===== config.mk =====
export PLATFORM = sky130hd
export DESIGN_NAME = multiplier_4bit
export DESIGN_NICKNAME = d
export VERILOG_FILES = /design/src/rtl/multiplier_4bit.sv
export SDC_FILE = /design/constraint.sdc
export NUM_CORES = 1
export LEC_CHECK = 0
export ABC_AREA = 1
export CAP_MARGIN = 20
export CORE_ASPECT_RATIO = 1.75
export CORE_MARGIN = 1
export CORE_UTILIZATION = 40
export CTS_BUF_LIST = sky130_fd_sc_hd__clkbuf_4 sky130_fd_sc_hd__clkbuf_8
export DETAILED_ROUTE_END_ITERATION = 8
export SYNTH_ARGS = -nofsm -noshare
export SYNTH_HDL_FRONTEND = slang
export SYNTH_SLANG_ARGS = --single-unit

===== constraint.sdc =====
create_clock -name CK -period 1.7 [get_ports CK]
set_input_delay 0.17 -clock CK [delete_from_list [all_inputs] [get_ports CK]]
set_output_delay 0.17 -clock CK [all_outputs]
set_load 0.005 [all_outputs]

===== src/rtl/multiplier_4bit.sv =====
// multiplier_4bit: sequential shift-and-add unsigned multiplier with clock enable
module multiplier_4bit #(
  parameter int C_NUM_BITS = 4
) (
  input  logic                    CK,
  input  logic                    RN,
  input  logic                    E,
  input  logic                    START,
  input  logic [C_NUM_BITS-1:0]   A,
  input  logic [C_NUM_BITS-1:0]   B,
  output logic [2*C_NUM_BITS-1:0] P,
  output logic                    BUSY,
  output logic                    DONE
);
  localparam int N  = C_NUM_BITS;
  localparam int CW = $clog2(N) + 1;
  typedef enum logic [1:0] {IDLE, RUN, FIN} state_t;
  state_t        state;
  logic [N:0]    acc;
  logic [N:0]    sum;
  logic [N-1:0]  m;
  logic [N-1:0]  q;
  logic [CW-1:0] cnt;
  // acc[N] is always zero between iterations, so adding the full acc equals adding its low bits
  assign sum = acc + (q[0] ? {1'b0, m} : '0);
  always_ff @(posedge CK or negedge RN) begin
    if (!RN) begin
      state <= IDLE;
      m     <= '0;
      acc   <= '0;
      q     <= '0;
      cnt   <= '0;
      P     <= '0;
      BUSY  <= 1'b0;
      DONE  <= 1'b0;
    end else if (E) begin
      case (state)
        IDLE: if (START) begin
          m     <= A;
          q     <= B;
          acc   <= '0;
          cnt   <= '0;
          BUSY  <= 1'b1;
          state <= RUN;
        end
        RUN: begin
          acc <= {1'b0, sum[N:1]};
          q   <= {sum[0], q[N-1:1]};
          cnt <= cnt + 1'b1;
          if (cnt == CW'(N - 1)) begin
            P     <= {sum, q[N-1:1]};
            BUSY  <= 1'b0;
            DONE  <= 1'b1;
            state <= FIN;
          end
        end
        default: begin
          DONE  <= 1'b0;
          state <= IDLE;
        end
      endcase
    end
  end
endmodule


==> impl_metrics.py <==
metrics = {
    "status": {
        "status": "finished clean",
    },
    "cts": {
        "ctsRootBufferMaster": "clkbuf_8",
        "clkTransAtPathRegs_ns": 0.09,
        "clock-sinks": 27,
        "post_cts.repair.setup_buffers": 0,
        "cts-hold-fix-buffers": 0,
        "cts_tree": "done",
        "cts_buffers": 3,
        "clk_latency_ns": 0.28,
        "cts_buffer_depth": 2,
        "cts_max_level": 1,
    },
    "layout": {
        "fill_cells": 330,
        "mostFrequentLayoutCells": "nand2_1 (55), dfrtp_1 (27), clkdlybuf4s50_1 (21)",
        "layout_commonest_cell": "nand2_1",
        "final_nets": 200,
        "drive_gt1_share_pct": 12.2,
        "area_delta_synth_final_pct": 23.2,
        "final_core_util_pct": 52.6,
        "n_antenna_cell": 0,
    },
    "drt": {
        "routed_wl_um": 2690,
        "drt_iter0_markers": 13,
        "wl_per_cell_um": 12.0,
        "final_antenna_net_count": 0,
        "drc": 0,
        "num_vias": 1065,
        "dr.pass1.iters": 4,
        "via_per_inst": 4.78,
    },
    "grt": {
        "grt_max_degree": 28,
        "grtUsageTotal_pct": 17.0,
        "antenna_found_initial": 0,
        "grt_remaining_overflow": 0,
        "grt_pass1_wl_um": 4530,
        "first_global_vias": 1035,
    },
    "placed_design": {
        "place_hpwl_um": 2070,
        "place_congestion": 0.865,
        "port_buffers": 21,
    },
    "yosys": {
        "ys_ff_latch": 27,
        "syn-cell-area_um2": 1360,
        "yosysUniqueCellTypes": 19,
        "syn_area_per_cell_um2": 8.81,
        "synth_cells": 154,
        "yosysWarnings": 0,
        "syn_nets": 173,
        "yosysSeqAreaShare_pct": 49.8,
    },
    "power_and_ir_drop": {
        "p_leak_nw": 0.873,
        "p_sw_share_pct": 38.0,
        "p_int_mw": 1.52,
        "p_clk_share_pct": 15.4,
        "p_sw_mw": 0.933,
        "seqPwrFrac_pct": 42.3,
        "pwr-share-comb_pct": 42.3,
        "powerDensity_nw_per_um2": 1470,
        "irDropWorstVdd_mv": 0.779,
    },
    "critical_path": {
        "crit_fanout": 5,
        "cp-end-kind": "register",
        "critical_path_class": "reg -> reg",
        "cp_data_arrival_time_ns": 1.79,
        "ff2ff_setup_slack_ns": 0.07,
        "setup.worst_path.start_class": "register",
        "worst_ep_required_time_ns": 1.86,
    },
    "sta": {
        "fin_crit_sh_pct": 95.8,
        "min_period_ns": 1.63,
        "hold_slack_ns": 0.253,
        "slew_viol_final": 0,
        "relSlewSlack_pct": 77.4,
        "finalHoldViolCount": 0,
        "fmax_mhz": 614,
        "final-setup-viol-count": 0,
        "worstMarginPinSlew_ns": 0.338,
        "clock_skew_ns": 0.00224,
    },
    "floorplan": {
        "die_h_um": 79.0,
        "core-area_um2": 3180,
        "start_util_pct": 42.7,
        "fp-row-count": 27,
        "dieArea_um2": 3640,
        "io_pins": 22,
        "die_width_um": 46.0,
    },
    "run": {
        "cap_violations": 0,
    },
    "hold_path": {
        "hold_class": "in -> async",
    },
}
## per-layer routing
metal | GRT usage, % | routed length, um
met5 | 0 | 0
met4 | 7.35 | 52
met3 | 2.73 | 102
met2 | 28.7 | 1470
met1 | 20.3 | 1060
## per-stage QoR
step	setup WS, ns	setup TNS, ns	power (mW)	cell area (um^2)	instances
2_1_floorplan	0.200	0	1.71	1360	154
3_3_place_gp	0.146	0	2.05	1620	219
3_5_place_dp	0.0775	0	2.09	1620	219
4_1_cts	0.0513	0	2.47	1660	223
5_1_grt	-0.00819	-0.0162	2.68	1670	223
6_report	0.0708	0	2.46	1670	223
## cell type report
class,count,area [um^2],area share [%]
Sequential cell,27,676,40.4
Multi-Input combinational cell,106,593,35.5
Timing Repair Buffer,23,225,13.5
Inverter,20,75.1,4.49
Tap cell,43,53.8,3.22
Clock buffer,4,48.8,2.92
## final timing paths
kind                                              to               start  cells past startpoint
worst min-delay path            state[0]$_DFFE_PN0P_                  RN                      2
worst max-delay path              acc[1]$_DFFE_PN0P_    q[0]$_DFFE_PN0P_                      6
max in group asynchronous         acc[1]$_DFFE_PN0P_                  RN                      2
worst max register to register    acc[1]$_DFFE_PN0P_    q[0]$_DFFE_PN0P_                      6
min in group CK                     m[2]$_DFFE_PN0P_                A[2]                      3
worst min register to register    cnt[1]$_DFFE_PN0P_  cnt[1]$_DFFE_PN0P_                      2
## synthesized netlist by cell type
cell type  instances  area share [%]
nand2_1           55              15
dfrtp_1           27              50
inv_1             18             5.0
o21ai_0           13             4.8
nand3_1            8             3.0
ha_1               6             5.5
a21oi_1            4             1.5
nand2_2            4             1.8
nor2_1             4             1.1
o21ai_2            4             2.6
inv_2              2            0.55
nand2_4            2             1.7
buf_12             1             1.5
fa_1               1             1.5
nor2_8             1             1.5
nor3_2             1            0.74
nor3_4             1             1.2
o22ai_1            1            0.46
xnor2_1            1            0.65
## registers in the layout, summed over array words and instances, names as in the netlist
name and count:
BUSY 1, DONE 1, P 8, acc 4, cnt 3, m 4
q 4, state 2
## what timing repair did
| item | 4_1_cts | 5_1_grt |
|---|---|---|
| endpoints found under the hold margin | 0 | 0 |
| setup endpoints to repair | 0 | 2 |
| gates resized for setup | 0 | 1 |
## cell families (layout without fill, tap and decap cells)
logic type	after synthesis	count (layout)	share of synthesized area, %
AND/OR/NAND/NOR	76	76	26.2
adder cells (fa/ha/maj)	7	7	7.01
AO/OA/AOI/OAI	22	22	9.32
buffers and inverters	21	47	7.01
XOR/XNOR	1	1	0.646
flip-flops	27	27	49.8
## critical path, cell delays in order, from the launching register on
cell	delay (ns)
dfrtp_1	0.43
nand2_1	0.07
inv_1	0.04
ha_1	0.20
fa_1	0.44
xnor2_2	0.23
o21ai_0	0.10
## power by group through the flow
stage,clock network [mW],logic [mW],registers (mW)
2_1_floorplan,0,0.679,1.03
3_3_place_gp,0,1.01,1.05
3_5_place_dp,0,1.04,1.05
6_report,0.379,1.04,1.04
5_1_grt,0.415,1.19,1.07
4_1_cts,0.389,1.04,1.04
(Power assumes the default switching activity.)
